<file path="config.mk">
export PLATFORM = sky130hd
export DESIGN_NAME = mem_arbiter
export DESIGN_NICKNAME = d
export VERILOG_FILES = /design/src/rtl/mem_arbiter_pkg.sv /design/src/rtl/mem_arbiter_rr_arb2.sv /design/src/rtl/mem_arbiter.sv
export SDC_FILE = /design/constraint.sdc
export NUM_CORES = 1
export LEC_CHECK = 0
export ABC_AREA = 1
export CORE_AREA = 2 2 105 107
export DETAILED_ROUTE_END_ITERATION = 6
export DIE_AREA = 0 0 107 109
export DONT_BUFFER_PORTS = 1
export PLACE_DENSITY = 0.46
export SLEW_MARGIN = 10
export SYNTH_ARGS = -nofsm -noshare
export SYNTH_HDL_FRONTEND = slang
export SYNTH_HIERARCHICAL = 1
export SYNTH_SLANG_ARGS = --single-unit
</file>
<file path="constraint.sdc">
create_clock -name clk -period 1.4 [get_ports clk]
set_input_delay 0.14 -clock clk [delete_from_list [all_inputs] [get_ports clk]]
set_output_delay 0.14 -clock clk [all_outputs]
set_load 0.01 [all_outputs]
</file>
<file path="src/rtl/mem_arbiter_pkg.sv">
// -----------------------------------------------------------------------------
// mem_arbiter_pkg
// Shared definitions for the IF/LS data-memory arbiter:
//   - requester port identifiers (PORT_IF, PORT_LS)
//   - response tag carried alongside each in-flight transaction
//   - default implemented memory address width
// -----------------------------------------------------------------------------
package mem_arbiter_pkg;

  // Implemented memory address bits; addresses with any bit set above this
  // range are out of range and never reach the memory.
  localparam int MEM_AW = 16;

  // Requester identifiers, also used as bit indices into req/grant vectors.
  localparam logic PORT_IF = 1'b0;
  localparam logic PORT_LS = 1'b1;

  // Tag that travels with each accepted transaction until its response.
  typedef struct packed {
    logic valid;  // slot holds a live transaction
    logic port;   // owner: PORT_IF or PORT_LS
    logic write;  // LS write (no read data returned)
    logic err;    // out-of-range address, memory was not accessed
  } tag_t;

  localparam tag_t TAG_IDLE = '0;

endpackage : mem_arbiter_pkg

</file>
<file path="src/rtl/mem_arbiter_rr_arb2.sv">
// -----------------------------------------------------------------------------
// rr_arb2
// Two-input round-robin arbiter. When both inputs request, the port named by
// the pointer wins; after an accepted grant the pointer moves to the other
// port. With no accept the pointer holds.
//
// Ports:
//   clk        system clock
//   rst_n      synchronous active-low reset (pointer -> PORT_LS)
//   i_req      request vector, bit index = port id
//   i_advance  the current grant was accepted this cycle
//   o_grant    one-hot (or zero) grant vector, combinational
// -----------------------------------------------------------------------------
module rr_arb2 (
  input  logic       clk,
  input  logic       rst_n,
  input  logic [1:0] i_req,
  input  logic       i_advance,
  output logic [1:0] o_grant
);

  import mem_arbiter_pkg::*;

  // Port that wins the next contested cycle.
  logic r_ptr;

  always_comb begin
    o_grant = i_req;
    if (i_req == 2'b11) begin
      o_grant = (r_ptr == PORT_LS) ? 2'b10 : 2'b01;
    end
  end

  // NOTE: reset is sampled on the clock edge (synchronous), and all state
  // updates use non-blocking assignments so every flop sees pre-edge values.
  always_ff @(posedge clk) begin
    if (!rst_n) begin
      r_ptr <= PORT_LS;
    end else if (i_advance && (o_grant != 2'b00)) begin
      // Hand priority to whichever port was not just served.
      r_ptr <= o_grant[PORT_IF] ? PORT_LS : PORT_IF;
    end
  end

endmodule : rr_arb2

</file>
<file path="src/rtl/mem_arbiter.sv">
// -----------------------------------------------------------------------------
// mem_arbiter
// Shares one single-port synchronous data memory between instruction fetch
// (IF, read-only) and the load/store unit (LS, read/write). One transaction
// is accepted per cycle; the memory command is registered and the response
// returns to its owner exactly two cycles after acceptance.
//
// Ports:
//   clk, rst_n                      clock, synchronous active-low reset
//   if_req/if_addr/if_ready         IF request handshake
//   if_rvalid/if_rdata/if_err       IF response
//   ls_req/ls_write/ls_addr/ls_wdata/ls_ready   LS request handshake
//   ls_rvalid/ls_rdata/ls_err       LS response (writes also respond)
//   mem_enable/mem_read/mem_addr/mem_wdata      registered memory command
//   mem_rdata                       memory read data, valid one cycle after
//                                   the read command is presented
// -----------------------------------------------------------------------------
module mem_arbiter #(
  parameter int ADDR_W = 32,
  parameter int DATA_W = 32,
  parameter int MEM_AW = mem_arbiter_pkg::MEM_AW
) (
  input  logic              clk,
  input  logic              rst_n,
  // instruction fetch
  input  logic              if_req,
  input  logic [ADDR_W-1:0] if_addr,
  output logic              if_ready,
  output logic              if_rvalid,
  output logic [DATA_W-1:0] if_rdata,
  output logic              if_err,
  // load/store
  input  logic              ls_req,
  input  logic              ls_write,
  input  logic [ADDR_W-1:0] ls_addr,
  input  logic [DATA_W-1:0] ls_wdata,
  output logic              ls_ready,
  output logic              ls_rvalid,
  output logic [DATA_W-1:0] ls_rdata,
  output logic              ls_err,
  // memory
  output logic              mem_enable,
  output logic              mem_read,
  output logic [ADDR_W-1:0] mem_addr,
  output logic [DATA_W-1:0] mem_wdata,
  input  logic [DATA_W-1:0] mem_rdata
);

  import mem_arbiter_pkg::*;

  logic [1:0]        w_grant;
  logic              w_accept;
  logic              w_sel_ls;
  logic [ADDR_W-1:0] w_addr;
  logic [DATA_W-1:0] w_wdata;
  logic              w_write;
  logic              w_err;
  logic              w_resp_if;
  logic              w_resp_ls;

  tag_t r_tag1;
  tag_t r_tag2;

  // ---------------------------------------------------------------------------
  // Arbitration
  // ---------------------------------------------------------------------------
  rr_arb2 u_rr_arb2 (
    .clk       (clk),
    .rst_n     (rst_n),
    .i_req     ({ls_req, if_req}),
    .i_advance (w_accept),
    .o_grant   (w_grant)
  );

  // Ready is a pure function of this cycle's requests and the pointer, so a
  // requester learns of acceptance in the same cycle. Held low during reset.
  assign if_ready = rst_n & w_grant[PORT_IF];
  assign ls_ready = rst_n & w_grant[PORT_LS];
  assign w_accept = if_ready | ls_ready;

  // ---------------------------------------------------------------------------
  // Selected request
  // ---------------------------------------------------------------------------
  assign w_sel_ls = ls_ready;
  assign w_addr   = w_sel_ls ? ls_addr : if_addr;
  assign w_wdata  = w_sel_ls ? ls_wdata : '0;
  assign w_write  = w_sel_ls & ls_write;
  assign w_err    = (w_addr >> MEM_AW) != '0;

  // ---------------------------------------------------------------------------
  // Issue stage and tag pipeline
  // ---------------------------------------------------------------------------
  always_ff @(posedge clk) begin
    if (!rst_n) begin
      mem_enable <= 1'b0;
      mem_read   <= 1'b1;
      mem_addr   <= '0;
      mem_wdata  <= '0;
      r_tag1     <= TAG_IDLE;
      r_tag2     <= TAG_IDLE;
    end else begin
      // Out-of-range requests still occupy a slot and get an error response,
      // but never touch the memory.
      mem_enable <= w_accept & ~w_err;
      if (w_accept) begin
        mem_read  <= ~w_write;
        mem_addr  <= w_addr;
        mem_wdata <= w_wdata;
      end
      r_tag1 <= '{valid: w_accept, port: w_sel_ls, write: w_write, err: w_err};
      r_tag2 <= r_tag1;
    end
  end

  // ---------------------------------------------------------------------------
  // Response routing: tag2 lines up with the cycle mem_rdata is valid.
  // ---------------------------------------------------------------------------
  assign w_resp_if = r_tag2.valid & (r_tag2.port == PORT_IF);
  assign w_resp_ls = r_tag2.valid & (r_tag2.port == PORT_LS);

  assign if_rvalid = w_resp_if;
  assign if_err    = w_resp_if & r_tag2.err;
  assign if_rdata  = (w_resp_if & ~r_tag2.err) ? mem_rdata : '0;

  assign ls_rvalid = w_resp_ls;
  assign ls_err    = w_resp_ls & r_tag2.err;
  assign ls_rdata  = (w_resp_ls & ~r_tag2.err & ~r_tag2.write) ? mem_rdata : '0;

endmodule : mem_arbiter

</file>
**After elaboration in Yosys (flattened, before gate mapping)**

Index checks and enable logic that the tools add are counted.

- Register bits after elaboration: 75
- Bits of input ports: 133
- Word-level logic and storage cells: 41

- Equal/unequal tests: 1
- Mux-type cells: 7
- Bitwise logic cells: 17
- Reduce and logical (&&, ||, !) cells: 3

Operators by type and width:

| kind | number |
|---|---|
| 32-bit 2-to-1 mux | 4 |
| 32-bit nonzero test | 1 |
| 1-bit bitwise AND | 11 |
| 1-bit NOT | 5 |
| 2-bit 2-to-1 mux | 2 |
| 2-bit equality test (second input constant) | 1 |
| 2-bit nonzero test | 1 |
| 1-bit logical AND | 1 |
| 1-bit 2-to-1 mux | 1 |
| 1-bit bitwise OR | 1 |

**Logic depth before layout (Yosys ltp)**

Gate-level depths: netlist of the first run.

- Depth in word-level cells: 7
- Mapped depth: 13
- Depth with buffers taken out: 11

**By module**

The synthesis of the first run kept the hierarchy.

By module, submodules not included:

| module | times used | cells each | area each (µm²) |
|---|---|---|---|
| mem_arbiter | 1 | 486 | 3355.7 |
| rr_arb2 | 1 | 8 | 56.3 |

**Worst setup path after synthesis of the first run**

OpenSTA, ideal clock, no wires.

- Path kind: register to register
- Start point: reg u_rr_arb2.r_ptr
- End point: reg r_tag1[0] (netlist name)
- Setup time: 0.112 ns
- Data arrival time: 1.345 ns
- Data required time: 1.288 ns
- Path slack: -0.057 ns
- Stages on the path, launching flop included: 12
- Cells stage by stage: dfxtp_1 -> inv_1 -> a21boi_1 -> nand2_2 -> buf_6 -> buf_6 -> o21ai_1 -> nand2_1 -> nor2_1 -> nand2_1 -> nor2_1 -> nor2_1

- Word-level cells in the longest chain between the ends: 5

RTL lines:

| item | RTL line | source |
|---|---|---|
| from (decl) | mem_arbiter_rr_arb2.sv:25 | `logic r_ptr;` |
| from (signal assigned) | mem_arbiter_rr_arb2.sv:41 | `r_ptr <= o_grant[PORT_IF] ? PORT_LS : PORT_IF;` |
| 2-bit 2-to-1 mux | mem_arbiter_rr_arb2.sv:30 | `o_grant = (r_ptr == PORT_LS) ? 2'b10 : 2'b01;` |
| 2-bit 2-to-1 mux | mem_arbiter_rr_arb2.sv:29 | `if (i_req == 2'b11) begin` |
| named net w_grant[1] | mem_arbiter.sv:51 | `logic [1:0] w_grant;` |
| 1-bit bitwise AND | mem_arbiter.sv:78 | `assign ls_ready = rst_n & w_grant[PORT_LS];` |
| 32-bit 2-to-1 mux | mem_arbiter.sv:85 | `assign w_addr = w_sel_ls ? ls_addr : if_addr;` |
| 32-bit nonzero test | mem_arbiter.sv:88 | `assign w_err = (w_addr >> MEM_AW) != '0;` |
| to (signal assigned) | mem_arbiter.sv:110 | `r_tag1 <= '{valid: w_accept, port: w_sel_ls, write: w_write, err: w_err};` |
| to (decl) | mem_arbiter.sv:61 | `tag_t r_tag1;` |

The timed path passes the listed nets, and every way through them passes these cells.
A chain may end at the register's enable or synchronous reset.

**Final worst setup path of the first run**

- Start point: reg u_rr_arb2.r_ptr
- End point: reg mem_wdata[10]

- Word-level cells in the longest chain between the ends: 4
- Elaborated cells on any way between the ends: 6

RTL lines:

| item | RTL line | source |
|---|---|---|
| 2-bit 2-to-1 mux (*) | mem_arbiter_rr_arb2.sv:30 |  |
| 2-bit 2-to-1 mux (*) | mem_arbiter_rr_arb2.sv:29 |  |
| named net w_grant[1] | mem_arbiter.sv:51 |  |
| 1-bit bitwise AND (*) | mem_arbiter.sv:78 |  |
| 32-bit 2-to-1 mux or 1-bit bitwise OR (tied branches) | mem_arbiter.sv:86, mem_arbiter.sv:79 |  |
| to (signal assigned) | mem_arbiter.sv:108 | `mem_wdata <= w_wdata;` |
| to (decl) | mem_arbiter.sv:45 | `output logic [DATA_W-1:0] mem_wdata,` |

Mark *: on every way through the listed nets, which the timed path passes. The rest lies on a longest branch.

==> impl_metrics.ini, run 1 <==
[floorplan]
coreArea_um2 = 10600
fp.dieH_um = 109
die_area_um2 = 11660
die_x_um = 107
start_util_pct = 32.18
rows = 38
ioPinCount = 269

[sta]
fin_setup_tns_ps = -16090
fin_ws_ps = -231.7
final.setup_skew_ps = 10.49
tightest_slew_ps = 495.5
setup_viol = 133
finalCriticalPeriod_ps = 1632
max_freq_mhz = 612.9
worst_hold_slack_ps = -2.515
slew_violations = 0
period_share_pct = 116.5
hold_violations = 1
slew_headroom_pct = 66.71
rsz0062_at_grt = yes

[hold_path]
hold_path_class = in2reg
min_from = if_addr[1]

[logic_synthesis]
seq_area_frac_synth_pct = 44.00
synthCells = 494
synth_area_um2 = 3412
yosys_warnings = 6
synth_fp_nets = 627
synth_seq_cells = 75
synth_cell_types = 18
avgSynthCellArea_um2 = 6.907

[critical_path]
arrival_ps = 1870
path_class = reg2reg
path_common_cell = buf_12
crit_path_end_kind = flop
crit_family = buffers and inverters
crit_slowest_cell = dfxtp_2
worstPathCellList = inv_2 -> a21boi_4 -> nand2_4 -> buf_12 -> nand2_8 -> nor2_4 -> buf_12 -> clkbuf_16 -> a22o_1
startpoint = u_rr_arb2/r_ptr$_SDFFE_PN1P_
critPathBufInv = 4
critPathMaxFanout = 8
cp_slowest_stage_delay_ps = 340
cp_data_required_time_ps = 1640
r2r-start = u_rr_arb2/r_ptr$_SDFFE_PN1P_
worstSetupStartpointType = flop

[finish]
fin_util_pct = 62.83
area_growth_pct = 95.23
drive_above_1_share_pct = 41.41
n_fill_cell = 842
diodes = 0
fin_nets = 798
final_cell_area_um2 = 6661

[routing]
wl_per_cell_um = 19.39
dr.first_iter.drc_count = 276
routed-via-count = 4020
ant_nets = 0
via_per_inst = 4.969
routed_wl_um = 15690
drcViolationCount = 0
first_pass_iters = 5

[placed_design]
hpwl_um = 8650
dp_slack_ps = -108.7
portBuffers = 0
place_congestion = 0.7941
post_dp_cell_area_um2 = 4177

[run]
cap_violations = 0

[clock_network]
cts_made_buffers = 9
clockBufferDepth = 2
clk_pin_slew_worst_paths_ps = 80
clock_sinks = 75
ctsRootBufferMaster = clkbuf_8
clkLatencyLatePin_ps = 350
h-tree-depth = 3
cts_tree = built

[power_and_ir_drop]
p_per_area_nw_per_um2 = 822.8
peakVddDrop_uv = 543.1
p_leak_uw = 0.003103

[outcome]
violations = hold timing, setup timing
outcome = finished with violations

[grt]
grt_antenna_before_repair = 0
grt_max_degree = 33
gr-total-overflow = 0
grt_usage_pct = 20.96
first_global_vias = 3635
grt_pass1_wl_um = 18790
-- area by class of cell --
type                       instances  area (µm²)  area share, %
clock buffer                      10       137.6          2.066
clock inverter                     5       28.78         0.4320
inverter                          76       302.8          4.545
multi-input combinational        312        2198          33.00
sequential                        75        1509          22.65
tap                              140       175.2          2.630
timing repair buffer             191        2310          34.67
-- worst register-to-register path: stages, from the launching register on --
cell and delay [ps]:
dfxtp_2 340, inv_2 50, a21boi_4 200, nand2_4 120, buf_12 170, nand2_8 90
nor2_4 50, buf_12 150, clkbuf_16 170, a22o_1 190
-- cell usage after synthesis (all sizes together) --
cell type	number	share of area (%)
nor2	92	10
inv	76	8.4
nand3	22	3.2
dfxtp	75	44
nand2	111	12
nor3	1	0.15
clkbuf	10	1.1
a22o	32	8.2
a31oi	7	1.3
a21boi	2	0.44
buf	21	4.1
o21ai	45	6.6
-- through the flow --
step	total power, µW	hold WS [ps]	std cells
floorplan	3024	224.6	494
global placement	3287	234.0	691
detailed placement	3299	242.8	691
CTS	5082	0.1212	784
global route	5769	1.608	809
finish	5481	-2.515	809
-- state kept, by name, summed over array words and instances, names as in the netlist --
| register | flops |
|---|---|
| mem_addr | 32 |
| mem_enable | 1 |
| mem_read | 1 |
| mem_wdata | 32 |
| r_tag1 | 4 |
| r_tag2 | 4 |
| u_rr_arb2/r_ptr | 1 |
-- power by group --
part,internal (µW),total [µW],switching [µW]
Combinational,728,1410,685
Clock,676,1490,811
Sequential,2330,2580,256
-- placed cells by master (no fill, tap or decap), types with 10 or more instances in the layout --
master         synthesis  final
nor2_1                91     22
nor2_4                 0     59
inv_1                 76     68
o21ai_0               42     21
buf_6                  3     60
dlygate4sd3_1          0     69
a22o_1                32     32
clkbuf_16              0     11
nand2_1              109     68
buf_12                 0     12
buf_4                  6     29
dfxtp_1               75     71
nor2_2                 1     11
nand3_1               22     20
clkbuf_8               0     10
o21ai_2                0     10
nand2_2                2     27
nand2_4                0     14
o21ai_1                3     13
-- what timing repair did --
item	4_1_cts	5_1_grt
hold buffers	67	2
resized for setup	47	273
cloned	5	14
buffers inserted	7	10
hold endpoints to repair	57	2
setup endpoints to repair	132	134
pin swaps	12	17
-- layer usage --
layer	up-vias	global-route usage (%)	share of wire (%)	wire length (µm)
met3	37	6.575	7.2	1131
met2	205	38.22	53	8256
met1	1892	23.09	37	5773
met5	-	0	0	0
met4	0	7.050	3.4	528
li1	1886	-	-	-
-- kinds of logic after synthesis --
kind of cell           share of synthesized area, %
buffers and inverters                         13.53
and+or+nand+nor                               25.93
DFF                                           44.00
AOI/OAI and AO/OA                             16.54
-- path summary, 6_finish.rpt --
path / slack (ps) / depth (start not counted) / to
min reg2reg: 510 / 2 / mem_addr[21]$_SDFFE_PN0N_
min: -3 / 2 / mem_addr[1]$_SDFFE_PN0N_
max reg2reg: -230 / 9 / mem_wdata[10]$_SDFFE_PN0N_
max: -230 / 9 / mem_wdata[10]$_SDFFE_PN0N_
Note: power is estimated with default switching activity, not from simulation.
==> inputs of run 2 (changes only) <==
CAP_MARGIN = 10   (was default)
HOLD_SLACK_MARGIN = 0.12   (was default)
==> impl_metrics.ini, run 2 (same netlist as run 1, synthesis figures left out) <==
[routing]
routed_wl_um = 15420
ant_nets = 0
routed-via-count = 4033
first_pass_iters = 4
dr.first_iter.drc_count = 271
via_per_inst = 4.967
drcViolationCount = 0
wl_per_cell_um = 18.99

[finish]
diodes = 0
reg_top3 = mem_addr x32, mem_wdata x32
area_growth_pct = 91.68
fin_nets = 801
layout_commonest_cell = nand2_1
layout_common_cells = nand2_1 (84), dlygate4sd3_1 (78), dfxtp_1 (71)
fin_util_pct = 61.68
drive_above_1_share_pct = 36.76
fin_cells = 812
final_cell_area_um2 = 6540

[floorplan]
die_area_um2 = 11660
ioPinCount = 269
coreArea_um2 = 10600
fp.dieH_um = 109
rows = 38
die_x_um = 107
start_util_pct = 32.18

[grt]
grt_antenna_before_repair = 0
gr-total-overflow = 0
first_global_vias = 3629
grt_usage_pct = 20.93
grt_pass1_wl_um = 18770
grt_max_degree = 36

[sta]
slew_violations = 0
finalCriticalPeriod_ps = 1587
setup_viol = 131
period_share_pct = 113.4
max_freq_mhz = 630.1
worst_hold_slack_ps = -115.8
rsz0062_at_grt = yes
final.setup_skew_ps = 9.098
slew_headroom_pct = 68.26
tightest_slew_ps = 472.5
hold_violations = 8
fin_ws_ps = -187.1

[critical_path]
crit_path_end_kind = flop
worstSetupStartpointType = flop
r2r-start = u_rr_arb2/r_ptr$_SDFFE_PN1P_
startpoint = u_rr_arb2/r_ptr$_SDFFE_PN1P_
path_class = reg2reg
arrival_ps = 1830
r2r_slack_ps = -190
critPathMaxFanout = 8
cp_data_required_time_ps = 1640

[clock_network]
clock_sinks = 75
cts_made_buffers = 9
cts_tree = built
h-tree-depth = 3
clk_pin_slew_worst_paths_ps = 80
ctsRootBufferMaster = clkbuf_8
clkLatencyLatePin_ps = 350
clockBufferDepth = 2

[hold_path]
min_from = rst_n
hold_path_class = in2reg

[power_and_ir_drop]
p_leak_uw = 0.003012
p_per_area_nw_per_um2 = 822.5
p_total_uw = 5379
peakVddDrop_uv = 498.5

[run]
cap_violations = 0

[placed_design]
place_congestion = 0.7941
placed_cells = 691
post_dp_cell_area_um2 = 4177
hpwl_um = 8650
portBuffers = 0

[outcome]
violations = hold timing, setup timing
outcome = finished with violations
run 2: stage by stage:
stage	setup WS (ps)	TNS (ps)	hold slack, ps
floorplan	-2.088	-2.088	224.6
global placement	-82.99	-914.8	234.0
detailed placement	-108.7	-2988	242.8
CTS	-90.49	-4376	-134.0
global route	-246.3	-22810	-137.4
finish	-187.1	-13200	-115.8
run 2: metal layers:
layer  vias up  wire, µm  share of wire (%)  track usage [%]
li1       1899         -                  -                -
met1      1887      5716                 37            23.46
met2       214      8134                 53            37.99
met3        33      1148                7.4            6.455
met4         0       418                2.7            6.586
met5         -         0                  0                0
run 2: path summary, 6_finish.rpt:
check                                                    end  cells after the start
worst min register to register     mem_addr[23]$_SDFFE_PN0N_                      2
worst min-delay path            u_rr_arb2/r_ptr$_SDFFE_PN1P_                      1
worst max-delay path              mem_wdata[10]$_SDFFE_PN0N_                      9
worst max register to register    mem_wdata[10]$_SDFFE_PN0N_                      9
run 2: cell type report:
type | instances | area, µm²
Clock buffer | 10 | 137.6
Clock inverter | 5 | 28.78
Fill cell | 850 | 4063
Inverter | 76 | 300.3
Multi-Input combinational cell | 312 | 2103
Sequential cell | 75 | 1509
Tap cell | 140 | 175.2
Timing Repair Buffer | 194 | 2286
run 2: worst max-delay path, stage by stage, from the launching register on:
cell,delay (ps)
dfxtp_2,340
inv_2,50
a21boi_4,200
nand2_4,120
buf_12,170
nand2_8,70
nor2_4,40
buf_12,140
clkbuf_16,160
a22o_1,190
run 2: report_power, final:
part           internal [µW]  total (µW)  switching, µW
Sequential              2330        2570            242
Combinational            675        1320            645
Clock                    677        1490            815
Total                   3680        5380           1700
run 2: timing repair:
action,CTS,global route
setup buffers,7,6
cloned,5,11
hold buffers,69,9
pin swaps,12,14
endpoints found under the setup margin,132,134
hold endpoints to repair,73,22
gates resized for setup,47,247
==> inputs of run 3 (changes only) <==
CAP_MARGIN = 20   (was 10)
PLACE_DENSITY = 0.5   (was 0.46)
==> impl_metrics.ini, run 3 (same netlist as run 1, synthesis figures left out) <==
[sta]
hold_violations = 0
slew_headroom_pct = 62.86
finalCriticalPeriod_ps = 1564
worst_hold_slack_ps = 128.4
tightest_slew_ps = 555.2
slew_violations = 0
fin_setup_tns_ps = -11470
fin_ws_ps = -164.5
period_share_pct = 111.7
setup_viol = 127
max_freq_mhz = 639.2
final.setup_skew_ps = 10.33
rsz0062_at_grt = yes

[critical_path]
startpoint = u_rr_arb2/r_ptr$_SDFFE_PN1P_
cp_slowest_stage_delay_ps = 340
critPathMaxFanout = 4
arrival_ps = 1420
cp_data_required_time_ps = 1260
r2r_slack_ps = -120
path_class = reg2out
r2r_end = mem_wdata[21]$_SDFFE_PN0N_
ff2ff_path_depth = 9
path_common_cell = buf_6
worstPathCellList = inv_2 -> a21boi_4 -> nand2_4 -> buf_6 -> inv_4 -> buf_6 -> buf_6
worstSetupStartpointType = flop
crit_path_end_kind = output port
crit_slowest_cell = dfxtp_2
cp-endpoint = ls_ready
r2r-start = u_rr_arb2/r_ptr$_SDFFE_PN1P_

[power_and_ir_drop]
switching_share_pct = 30.81
switchingPower_uw = 1835
p_int_uw = 4122
comb_power_share_pct = 24.5
clockPowerShare_pct = 32.0
power_frac_seq_pct = 43.5
p_total_uw = 5957
p_leak_uw = 0.003250
peakVddDrop_uv = 500.2
p_per_area_nw_per_um2 = 886.9

[clock_network]
h-tree-depth = 3
clock_sinks = 75
clk_pin_slew_worst_paths_ps = 90
clkLatencyLatePin_ps = 350
ctsRootBufferMaster = clkbuf_8
clockBufferDepth = 2
cts_made_buffers = 9
cts_tree = built

[finish]
layout_common_cells = dlygate4sd3_1 (99), dfxtp_1 (72), buf_4 (71)
area_growth_pct = 96.85
fin_nets = 833
layout_commonest_cell = dlygate4sd3_1
final_cell_area_um2 = 6716
fin_util_pct = 63.35
reg_top3 = mem_addr x32, mem_wdata x32
drive_above_1_share_pct = 41.84

[routing]
first_pass_iters = 4
wl_per_cell_um = 19.08
ant_nets = 0
dr.first_iter.drc_count = 230
drcViolationCount = 0
routed-via-count = 4159
routed_wl_um = 16200
via_per_inst = 4.899

[placed_design]
place_congestion = 0.7884
post_dp_cell_area_um2 = 4164
hpwl_um = 9284
portBuffers = 0

[grt]
grt_antenna_before_repair = 3
grt_pass1_wl_um = 20560
grt_max_degree = 30
first_global_vias = 3886
gr-total-overflow = 0
grt_usage_pct = 23.25

[floorplan]
fp.dieH_um = 109
die_area_um2 = 11660
die_x_um = 107
ioPinCount = 269
start_util_pct = 32.18
rows = 38
coreArea_um2 = 10600

[run]
cap_violations = 0

[hold_path]
hold_path_class = in2reg

[outcome]
violations = setup timing
outcome = finished with violations
-- run 3: cell count changes in the layout (fill, tap and decap cells not counted), sizes merged --
cell	delta
buf	+11
clkinv	-4
bufbuf	-1
inv	+1
diode	+4
clkinvlp	+2
clkbuf	+1
dlygate4sd3	+21
bufinv	+2
-- run 3: power groups by stage --
stage               logic, µW  registers [µW]  clock network (µW)
floorplan                 480            2540                   0
global placement          662            2610                   0
detailed placement        681            2610                   0
CTS                      1060            2560                1950
global route             1560            2610                2040
finish                   1460            2590                1910
-- run 3: metal layers --
metal / global-route usage (%) / routed length [µm] / share of wire (%) / vias to the layer above
met4: 11.22 / 706 / 4.4 / 0
met1: 22.76 / 5634 / 35 / 1940
li1: - / - / - / 1965
met3: 8.308 / 1260 / 7.8 / 53
met2: 43.49 / 8598 / 53 / 201
met5: 0 / 0 / 0 / -
-- run 3: how the worst min path moves through the flow --
stage / startpoint / to / slack (ps) / cells after the start
after floorplan: rst_n / u_rr_arb2/r_ptr$_SDFFE_PN1P_ / 220 / 1
after global placement: rst_n / u_rr_arb2/r_ptr$_SDFFE_PN1P_ / 230 / 1
after detailed placement: rst_n / u_rr_arb2/r_ptr$_SDFFE_PN1P_ / 230 / 1
after CTS: if_addr[31] / mem_enable$_SDFF_PN0_ / 120 / 7
after global routing: ls_addr[23] / mem_addr[23]$_SDFFE_PN0N_ / 160 / 5
final: if_addr[23] / mem_addr[23]$_SDFFE_PN0N_ / 130 / 5
-- run 3: layout make-up --
cell class	instances	area [µm²]
Timing Repair Buffer	226	2442
Sequential cell	75	1508
Inverter	76	294.0
Antenna cell	4	10.01
Clock inverter	6	96.34
Tap cell	140	175.2
Clock buffer	10	127.6
Fill cell	815	3886
Multi-Input combinational cell	312	2063
-- run 3: critical path, delay by kind of cell (launching register included) --
family,cells,cell delay [ps]
AND/OR/NAND/NOR,1,90
flip-flops,1,340
AO/OA/AOI/OAI,1,170
buffers and inverters,5,470
-- run 3: stage by stage --
step                std cells  setup WS (ps)
floorplan                 494         -2.088
global placement          691         -88.33
detailed placement        691         -165.0
CTS                       820         -135.2
global route              848         -240.2
finish                    849         -164.5
-- run 3: repair_timing --
item / 4_1_cts / 5_1_grt
buffers inserted: 9 / 17
endpoints found under the hold margin: 74 / 0
hold buffers: 100 / 0
cloned: 4 / 10
setup endpoints to repair: 132 / 135
pin swaps: 5 / 25
resized for setup: 68 / 208
